==> src/rtl/ws2812_pkg.sv <==
// ============================================================================
// Module      : ws2812_pkg
// Description : Shared types and default timing for the WS2812 stream serializer.
// Revision    : 1.0 - initial release
// ============================================================================
`default_nettype none

package ws2812_pkg;

    localparam int GRB_W = 24;

    localparam int DEF_NUM_PIXELS = 64;
    localparam int DEF_T0H_CYC    = 4;
    localparam int DEF_T1H_CYC    = 8;
    localparam int DEF_TBIT_CYC   = 15;
    localparam int DEF_TRESET_CYC = 1000;

    typedef enum logic [2:0] {
        ST_IDLE     = 3'd0,
        ST_WAIT_PIX = 3'd1,
        ST_BIT_HIGH = 3'd2,
        ST_BIT_LOW  = 3'd3,
        ST_LATCH    = 3'd4
    } state_t;

    typedef struct packed {
        logic [7:0] g;
        logic [7:0] r;
        logic [7:0] b;
    } grb_t;

    // Scales each colour channel down by a power of two.
    function automatic grb_t grb_dim(input grb_t pix, input logic [2:0] shift);
        grb_t res;
        res.g = pix.g >> shift;
        res.r = pix.r >> shift;
        res.b = pix.b >> shift;
        return res;
    endfunction

endpackage

`default_nettype wire

==> src/rtl/ws2812_bit_cell.sv <==
// ============================================================================
// Module      : ws2812_bit_cell
// Description : Emits one WS2812 bit waveform per start pulse; a start in the
//               bit_done cycle chains the next bit with no gap.
// Revision    : 1.0 - initial release
// ============================================================================
`default_nettype none

module ws2812_bit_cell #(
    parameter int T0H_CYC  = 4,
    parameter int T1H_CYC  = 8,
    parameter int TBIT_CYC = 15
) (
    input  logic clk,
    input  logic rst_n,
    input  logic start_i,
    input  logic bit_i,
    output logic line_o,
    output logic high_done_o,
    output logic bit_done_o
);

    localparam int CNT_W = $clog2(TBIT_CYC) + 1;

    logic             active_q, active_d;
    logic             bit_q, bit_d;
    logic             line_q, line_d;
    logic [CNT_W-1:0] cnt_q, cnt_d;
    logic [CNT_W-1:0] high_len;
    logic [CNT_W-1:0] cnt_inc;

    assign high_len    = bit_q ? CNT_W'(T1H_CYC) : CNT_W'(T0H_CYC);
    assign cnt_inc     = cnt_q + CNT_W'(1);
    assign bit_done_o  = active_q && (cnt_q == CNT_W'(TBIT_CYC - 1));
    assign high_done_o = line_q && (cnt_inc == high_len);
    assign line_o      = line_q;

    always_comb begin
        active_d = active_q;
        bit_d    = bit_q;
        cnt_d    = cnt_q;
        line_d   = line_q;
        if (start_i) begin
            active_d = 1'b1;
            bit_d    = bit_i;
            cnt_d    = '0;
            line_d   = 1'b1;
        end else if (bit_done_o) begin
            active_d = 1'b0;
            cnt_d    = '0;
            line_d   = 1'b0;
        end else if (active_q) begin
            cnt_d  = cnt_inc;
            line_d = (cnt_inc < high_len);
        end
    end

    // The line itself is a flop so the LED data pin never glitches.
    always_ff @(posedge clk or negedge rst_n) begin
        if (!rst_n) begin
            active_q <= 1'b0;
            bit_q    <= 1'b0;
            line_q   <= 1'b0;
            cnt_q    <= '0;
        end else begin
            active_q <= active_d;
            bit_q    <= bit_d;
            line_q   <= line_d;
            cnt_q    <= cnt_d;
        end
    end

endmodule

`default_nettype wire

==> src/rtl/ws2812_stream_tx.sv <==
// ============================================================================
// Module      : ws2812_stream_tx
// Description : Serializes a stream of GRB pixel words onto a WS2812 data line
//               with a one-word holding register. Optional macro
//               WS2812_BRIGHTNESS_EN adds a per-frame brightness shift input.
// Revision    : 1.0 - initial release
// ============================================================================
`default_nettype none

module ws2812_stream_tx
    import ws2812_pkg::*;
#(
    parameter int NUM_PIXELS = DEF_NUM_PIXELS,
    parameter int T0H_CYC    = DEF_T0H_CYC,
    parameter int T1H_CYC    = DEF_T1H_CYC,
    parameter int TBIT_CYC   = DEF_TBIT_CYC,
    parameter int TRESET_CYC = DEF_TRESET_CYC
) (
    input  logic              clk,
    input  logic              rst_n,
    input  logic              frame_start,
    input  logic              pix_valid,
    output logic              pix_ready,
    input  logic [GRB_W-1:0]  pix_grb,
`ifdef WS2812_BRIGHTNESS_EN
    input  logic [2:0]        brightness,
`endif
    output logic              dout,
    output logic              busy,
    output logic              frame_done,
    output logic              underrun
);

    localparam int PIX_W = $clog2(NUM_PIXELS) + 1;
    localparam int LAT_W = $clog2(TRESET_CYC) + 1;
    localparam int BIT_W = $clog2(GRB_W) + 1;

    logic [1:0]       rst_sync_q;
    logic             rst_int_n;

    state_t           state_q, state_d;
    logic [GRB_W-1:0] hold_q, hold_d;
    logic             hold_full_q, hold_full_d;
    logic [GRB_W-1:0] shift_q, shift_d;
    logic [BIT_W-1:0] bit_idx_q, bit_idx_d;
    logic [PIX_W-1:0] pix_cnt_q, pix_cnt_d;
    logic [PIX_W-1:0] acc_cnt_q, acc_cnt_d;
    logic [LAT_W-1:0] latch_cnt_q, latch_cnt_d;
    logic             underrun_q, underrun_d;

    logic             xfer;
    logic             load;
    logic             bit_start;
    logic             high_done;
    logic             bit_done;
    logic [GRB_W-1:0] load_word;

    // Assertion is immediate; release is aligned to clk.
    always_ff @(posedge clk or negedge rst_n) begin
        if (!rst_n) begin
            rst_sync_q <= 2'b00;
        end else begin
            rst_sync_q <= {rst_sync_q[0], 1'b1};
        end
    end
    assign rst_int_n = rst_sync_q[1];

`ifdef WS2812_BRIGHTNESS_EN
    logic [2:0] bri_q, bri_d;
    assign load_word = grb_dim(grb_t'(hold_q), bri_q);
`else
    assign load_word = hold_q;
`endif

    assign busy       = (state_q != ST_IDLE);
    assign pix_ready  = busy && !hold_full_q && (acc_cnt_q < PIX_W'(NUM_PIXELS));
    assign xfer       = pix_valid && pix_ready;
    assign frame_done = (state_q == ST_LATCH) && (latch_cnt_q == LAT_W'(TRESET_CYC - 1));
    assign underrun   = underrun_q;

    always_comb begin
        state_d     = state_q;
        shift_d     = shift_q;
        bit_idx_d   = bit_idx_q;
        pix_cnt_d   = pix_cnt_q;
        acc_cnt_d   = acc_cnt_q + PIX_W'(xfer);
        latch_cnt_d = latch_cnt_q;
        underrun_d  = underrun_q;
        load        = 1'b0;
        bit_start   = 1'b0;
`ifdef WS2812_BRIGHTNESS_EN
        bri_d       = bri_q;
`endif
        unique case (state_q)
            ST_IDLE: begin
                if (frame_start) begin
                    state_d    = ST_WAIT_PIX;
                    pix_cnt_d  = '0;
                    acc_cnt_d  = '0;
                    underrun_d = 1'b0;
`ifdef WS2812_BRIGHTNESS_EN
                    bri_d      = brightness;
`endif
                end
            end
            ST_WAIT_PIX: begin
                if (hold_full_q) begin
                    load      = 1'b1;
                    shift_d   = load_word;
                    bit_idx_d = BIT_W'(GRB_W - 1);
                    bit_start = 1'b1;
                    state_d   = ST_BIT_HIGH;
                end
            end
            ST_BIT_HIGH: begin
                if (high_done) begin
                    state_d = ST_BIT_LOW;
                end
            end
            ST_BIT_LOW: begin
                if (bit_done) begin
                    if (bit_idx_q != '0) begin
                        bit_idx_d = bit_idx_q - BIT_W'(1);
                        shift_d   = shift_q << 1;
                        bit_start = 1'b1;
                        state_d   = ST_BIT_HIGH;
                    end else if (pix_cnt_q < PIX_W'(NUM_PIXELS - 1)) begin
                        pix_cnt_d = pix_cnt_q + PIX_W'(1);
                        if (hold_full_q) begin
                            load      = 1'b1;
                            shift_d   = load_word;
                            bit_idx_d = BIT_W'(GRB_W - 1);
                            bit_start = 1'b1;
                            state_d   = ST_BIT_HIGH;
                        end else begin
                            underrun_d = 1'b1;
                            state_d    = ST_WAIT_PIX;
                        end
                    end else begin
                        latch_cnt_d = '0;
                        state_d     = ST_LATCH;
                    end
                end
            end
            ST_LATCH: begin
                if (frame_done) begin
                    state_d = ST_IDLE;
                end else begin
                    latch_cnt_d = latch_cnt_q + LAT_W'(1);
                end
            end
            default: state_d = ST_IDLE;
        endcase
    end

    // A reload and a new transfer on the same edge leave the register full.
    assign hold_full_d = (hold_full_q && !load) || xfer;
    assign hold_d      = xfer ? pix_grb : hold_q;

    always_ff @(posedge clk or negedge rst_int_n) begin
        if (!rst_int_n) begin
            state_q     <= ST_IDLE;
            hold_q      <= '0;
            hold_full_q <= 1'b0;
            shift_q     <= '0;
            bit_idx_q   <= '0;
            pix_cnt_q   <= '0;
            acc_cnt_q   <= '0;
            latch_cnt_q <= '0;
            underrun_q  <= 1'b0;
`ifdef WS2812_BRIGHTNESS_EN
            bri_q       <= 3'd0;
`endif
        end else begin
            state_q     <= state_d;
            hold_q      <= hold_d;
            hold_full_q <= hold_full_d;
            shift_q     <= shift_d;
            bit_idx_q   <= bit_idx_d;
            pix_cnt_q   <= pix_cnt_d;
            acc_cnt_q   <= acc_cnt_d;
            latch_cnt_q <= latch_cnt_d;
            underrun_q  <= underrun_d;
`ifdef WS2812_BRIGHTNESS_EN
            bri_q       <= bri_d;
`endif
        end
    end

    ws2812_bit_cell #(
        .T0H_CYC  (T0H_CYC),
        .T1H_CYC  (T1H_CYC),
        .TBIT_CYC (TBIT_CYC)
    ) u_bit_cell (
        .clk         (clk),
        .rst_n       (rst_int_n),
        .start_i     (bit_start),
        .bit_i       (shift_d[GRB_W-1]),
        .line_o      (dout),
        .high_done_o (high_done),
        .bit_done_o  (bit_done)
    );

endmodule

`default_nettype wire

==> config.mk <==
export PLATFORM = sky130hd
export DESIGN_NAME = ws2812_stream_tx
export DESIGN_NICKNAME = d
export VERILOG_FILES = /design/src/rtl/ws2812_pkg.sv /design/src/rtl/ws2812_bit_cell.sv /design/src/rtl/ws2812_stream_tx.sv
export SDC_FILE = /design/constraint.sdc
export NUM_CORES = 1
export LEC_CHECK = 0
export BUFFER_PORTS_ARGS = -buffer_cell sky130_fd_sc_hd__buf_2
export CORE_MARGIN = 2
export CORE_UTILIZATION = 55
export DETAILED_ROUTE_END_ITERATION = 12
export GPL_TIMING_DRIVEN = 1
export PLACE_DENSITY = 0.82
export SLEW_MARGIN = 30
export SYNTH_ARGS = -nofsm -noshare
export SYNTH_HDL_FRONTEND = slang
export SYNTH_HIERARCHICAL = 1
export SYNTH_SLANG_ARGS = --single-unit
==> constraint.sdc <==
create_clock -name clk -period 3.8 [get_ports clk]
set_input_delay 0.19 -clock clk [delete_from_list [all_inputs] [get_ports clk]]
set_output_delay 0.19 -clock clk [all_outputs]
set_load 0.005 [all_outputs]
Word level (Yosys, flattened, before mapping)
Cells that the tools add are included.
Word-level totals
  register bits: 94
  bits of input ports: 28
  output and inout port bits: 5
  word-level logic and storage cells: 118
Operators by class
  add/sub/neg operators: 5
  $lt $le $gt $ge: 3
  equality and inequality tests: 18
  multiplexer cells: 54
  reductions and logical operators: 23
Operators with widths (number)
  24-bit two-way mux: 4
  24-bit case mux with 2 select lines: 1
  11-bit two-way mux: 4
  7-bit two-way mux: 6
  6-bit two-way mux: 4
  11-bit case mux with 2 select lines: 1
  3-bit two-way mux: 7
  2-bit != test (second input constant): 10
  1-bit two-way mux: 16
  5-bit two-way mux: 3
  3-bit case mux with 5 select lines: 1
  5-bit AND reduction: 3
  7-bit case mux with 2 select lines: 1
  6-bit case mux with 2 select lines: 1
  11-bit by 1-bit adder with 11-bit output (second input constant): 1
  11-bit by 10-bit equality test with 1-bit output (second input constant): 1
  2-bit nonzero test: 4
  7-bit by 1-bit adder with 7-bit output: 1
  7-bit by 1-bit adder with 7-bit output (second input constant): 1
  1-bit logical AND: 7
  7-bit by 6-bit less-than comparator with 1-bit output (second input constant): 1
  7-bit less-than comparator (second input constant): 1
  3-bit by 2-bit equality test with 1-bit output (second input constant): 2
  1-bit case mux with 2 select lines: 3
  17 further kinds: 19

Longest topological paths before layout
  depth after elaboration: 8
  depth in mapped cells: 13
  mapped depth without buffers: 9

Modules after synthesis
Netlist, hierarchy kept.
By module, submodules not included
  ws2812_stream_tx: times used 1, cells an instance 354, area each 4063.9 um2, seq. area each 2152.1 um2
  ws2812_bit_cell: times used 1, cells an instance 55, area each 524.3 um2, seq. area each 200.2 um2

Worst setup path before layout
Ideal clock, no wire load.
  path kind: register -> register
  start: register u_bit_cell.cnt_q[0]
  end: register u_bit_cell.cnt_q[3]
  library setup time: 0.120 ns
  arrival: 2.634 ns
  required time: 3.680 ns
  setup slack: 1.045 ns
  stages on the path, launching flop included: 13
  path buffers: 3
  clock period less this slack: 2.755 ns
  cells stage by stage: dfrtp_1 > inv_1 > ha_1 > nor4b_1 > nand3_4 > o21a_1 > buf_6 > buf_6 > inv_2 > clkbuf_2 > inv_1 > and3_1 > a41o_1
On the way
  cells in the longest elaborated chain, start to end: 5
  elaborated cells between the ends (all ways): 9
  those cells by class: add/sub (1); eq/ne (1); mux (5); reduce/logical (2)
Ends and longest elaborated chain
  from (decl): RTL line ws2812_bit_cell.sv:28  | logic [CNT_W-1:0] cnt_q, cnt_d;
  from (signal assigned): RTL line ws2812_bit_cell.sv:69  | cnt_q <= cnt_d;
  5-bit by 4-bit equality test with 1-bit output *: RTL line ws2812_bit_cell.sv:34  | assign bit_done_o = active_q && (cnt_q == CNT_W'(TBIT_CYC - 1));
  1-bit logical AND *: RTL line ws2812_bit_cell.sv:34
  named net bit_done: RTL line ws2812_stream_tx.sv:55  | logic bit_done;
  1-bit two-way mux *: RTL line ws2812_stream_tx.sv:121  | if (bit_done) begin
  1-bit case mux with 2 select lines *: RTL line ws2812_stream_tx.sv:94  | unique case (state_q)
  named net bit_start: RTL line ws2812_stream_tx.sv:53  | logic bit_start;
  3-bit nonzero test (no line) or 5-bit two-way mux (tied branches)
The timed path passes the listed nets; every way through them passes the cells marked *. The select of a mux whose other input is x is not followed.
A chain may end at the register's enable or synchronous reset.

Worst setup path in the final report
  start: register u_bit_cell.cnt_q[0]
  end: register shift_q[21]
On the way
  cells in the longest elaborated chain, start to end: 4
Ends and longest elaborated chain
  5-bit by 4-bit equality test with 1-bit output: RTL line ws2812_bit_cell.sv:34
  1-bit logical AND: RTL line ws2812_bit_cell.sv:34
  named net bit_done: RTL line ws2812_stream_tx.sv:55
  2-bit != test (no line)
  3-bit AND reduction (no line)
  to (signal assigned): RTL line ws2812_stream_tx.sv:178  | shift_q <= shift_d;
  to (decl): RTL line ws2812_stream_tx.sv:44  | logic [GRB_W-1:0] shift_q, shift_d;
The timed path passes the listed nets, and every way through them passes these cells.

==> results_dict.tcl <==
set metrics [dict create \
    status "finished clean" \
    path_clk_slew_ns 0.09 \
    power_density_nw_per_um2 647.9 \
    cts_resized 0 \
    grt_setup_unrepaired "no" \
    crit_path_frequent_cell "buf_4" \
    slew_headroom 0.3910 \
    synth_xor_area_frac 0.03054 \
    avgSynthCellArea_um2 11.22 \
    fin_setup_tns_ns 0 \
    synthSimpleGateAreaFrac 0.1729 \
    final-max-slew-violation-count 0 \
    synth_area_leaders "dfrtp_1 (51%), mux2_2 (4.9%), a221o_1 (4.8%)" \
    rrSetupSlack_ns 1.01 \
    p_int_mw 2.158 \
    tightest_slew_ns 0.9134 \
    num_vias 3247 \
    synth_top_family_by_area "simple AND/OR/NAND/NOR gates" \
    cp.required_ns 4.09 \
    grt_use_met3 0.03794 \
    path_class "flop to flop" \
    use_met2 0.3058 \
    cts_made_buffers 9 \
    synth_area_um2 4588 \
    drt_iter0_drc 340 \
    io_buffer_count 32 \
    synth_seq_area_share 0.5127 \
    max_cap_violations 0 \
    seq_power_share 0.527 \
    cts-root-buf "clkbuf_8" \
    syn_nets 447 \
    drt-total-wl_mm 8.654 \
    overflow 0 \
    core_um2 8134 \
    cp-start-kind "flop" \
    hold_path_class "input pin to flop" \
    cp_slowest_stage_delay_ns 0.73 \
    reg2reg_depth 9 \
    worstPathMaxFanout 25 \
    h-tree-depth 3 \
    synth_fa_ha_area_frac 0.02727 \
    synthMuxAreaShare 0.06327 \
    synthCells 409 \
    row_count 33 \
    min_path_cells 2 \
    die_y_um 95.34 \
    synth_common_cells "dfrtp_1 (94), and3_1 (29), nand2_1 (27)" \
    cp-end-kind "flop" \
    drive_above_1_share 0.2069 \
    initial_utilization 0.5641 \
    globalplace.congestion 0.9131 \
    yosysTopAreaCell "dfrtp_1" \
    die_area_um2 9089 \
    max_freq_mhz 358.6 \
    routed_via_density 6.013 \
    path_cells "inv_1 -> ha_1 -> nor4b_1 -> buf_4 -> and3_1 -> buf_4 -> nand2_1 -> o21ai_2 -> a221o_1" \
    pwr-share-clk 0.214 \
    ys.flop_type "dfrtp_1" \
    grt_util_met1 0.2929 \
    synth-compound-area-share 0.1391 \
    grt_max_degree 60 \
    critical_path.slowest_cell "o21ai_2" \
    areaGrowthSynthToFinish_pct 7.826 \
    synth_edf_count 0 \
    nets 468 \
    setup_viol 0 \
    vdd_drop_max_v 0.0003046 \
    synth_top_area_share 0.5127 \
    grt_pass1_wl_mm 14.63 \
    synth_most_common_cell "dfrtp_1" \
    cts_buffer_depth 2 \
    first_pass_iters 4 \
    power_switching_mw 1.048 \
    postRouteAntennaNets 0 \
    clock_latency_ns 0.36 \
    io_pins 33 \
    combinationalPowerShare 0.259 \
    wl_per_cell_um 16.03 \
    fin_crit_sh 0.7339 \
    power_switching_share 0.3269 \
    synth-seq-cells 94 \
    ys_types 66 \
    skew_ns 0.01111 \
    cts_tree "built" \
    p_leak_nw 2.316 \
    clock_sinks 94 \
    async_reset_ff_frac 1.000 \
    antenna_found_initial 0 \
    dieWidth_um 95.34 \
    holdWs_ns 0.04583 \
    drc 0 \
    dp_hpwl_mm 5.850 \
    grt_pass1_vias 3076 \
    hold_viol_final 0 \
    ys_warn_count 6 \
    grtUsageTotal 0.2091 \
    insertedDiodeCount 0 \
    fin_crit_ns 2.789 \
    grt_busiest_layer "met2" \
    arrival_ns 3.08 \
]
==> layout by cell type (no fill, tap or decap), types with 10 or more instances in the layout <==
master	synthesis	layout
a21oi_1	14	14
buf_2	9	32
mux2_2	20	20
nand2_1	27	27
dfrtp_1	94	93
xnor2_1	10	10
ha_1	10	10
a221o_1	22	22
clkbuf_8	0	10
nor2_1	22	22
inv_1	13	13
nand3_1	15	15
and3_1	29	29
==> timing repair <==
action / 4_1_cts / 5_1_grt
hold endpoints to repair: 2 / 0
hold buffers: 1 / 0
endpoints found under the setup margin: 0 / 0
setup buffers: 0 / 0
==> worst max-delay path, delay by kind of cell, from the launching register on <==
family / cells / cell delay (ns)
compound gates: 2 / 1.01
buf+inv: 3 / 0.53
simple gates: 3 / 0.53
flops: 1 / 0.42
fa+ha+maj: 1 / 0.22
==> area by class of cell <==
class                      count  area [um^2]
sequential                    94         2356
timing repair buffer          38        207.7
clock buffer                  11        141.4
inverter                      14        52.55
fill                         621         3187
multi-input combinational    273         1992
tap                          105        131.4
clock inverter                 5        66.31
==> flip-flops by register name (all words and copies together), names as in the netlist, 2 cells and up <==
signal,count
acc_cnt_q,7
bit_idx_q,6
hold_q,24
latch_cnt_q,11
pix_cnt_q,7
rst_sync_q,2
shift_q,24
state_q,3
u_bit_cell/cnt_q,5
==> worst paths after layout <==
kind	start	endpoint
min in group asynchronous	rst_n	rst_sync_q[1]$_DFF_PN0_
setup / recovery	u_bit_cell/cnt_q[0]$_DFFE_PN0P_	shift_q[21]$_DFFE_PN0P_
max in group asynchronous	rst_sync_q[1]$_DFF_PN0_	u_bit_cell/bit_q$_DFFE_PN0P_
hold reg to reg	rst_sync_q[0]$_DFF_PN0_	rst_sync_q[1]$_DFF_PN0_
setup reg to reg	u_bit_cell/cnt_q[0]$_DFFE_PN0P_	shift_q[21]$_DFFE_PN0P_
hold / removal	pix_grb[11]	hold_q[11]$_DFFE_PN0P_
==> metal layers <==
layer | routed length, um | up-vias
met1 | 4042 | 1633
met3 | 248 | 15
met5 | 0 | -
met2 | 4185 | 61
li1 | - | 1538
met4 | 178 | 0
==> power by group through the flow <==
stage | sequential (mW) | combinational [mW] | clock, mW
floorplan | 1.57 | 0.779 | 0
global placement | 1.68 | 0.773 | 0
detailed placement | 1.69 | 0.836 | 0
CTS | 1.68 | 0.835 | 0.706
global route | 1.74 | 0.924 | 0.746
finish | 1.69 | 0.831 | 0.685
==> cells by family (layout without fill, tap and decap cells) <==
family	Yosys count	count (layout)
AOI/OAI and AO/OA	80	80
DFF	94	94
other	1	1
muxes	26	26
xor gates and xnor gates	16	16
adders and majority gates	10	10
and+or+nand+nor	140	140
buffers and inverters	42	68
==> per-stage QoR <==
| stage | worst slack [ns] | instances | utilization | cell area (um^2) | total power [mW] |
|---|---|---|---|---|---|
| finish | 1.011 | 540 | 0.6082 | 4947 | 3.205 |
| global route | 0.7637 | 540 | 0.6082 | 4947 | 3.410 |
| CTS | 0.9923 | 540 | 0.6081 | 4946 | 3.225 |
| detailed placement | 1.033 | 523 | 0.5813 | 4728 | 2.530 |
| global placement | 1.121 | 523 | 0.5813 | 4728 | 2.457 |
| floorplan | 0.9878 | 409 | - | 4588 | 2.344 |
(Power assumes the default switching activity.)
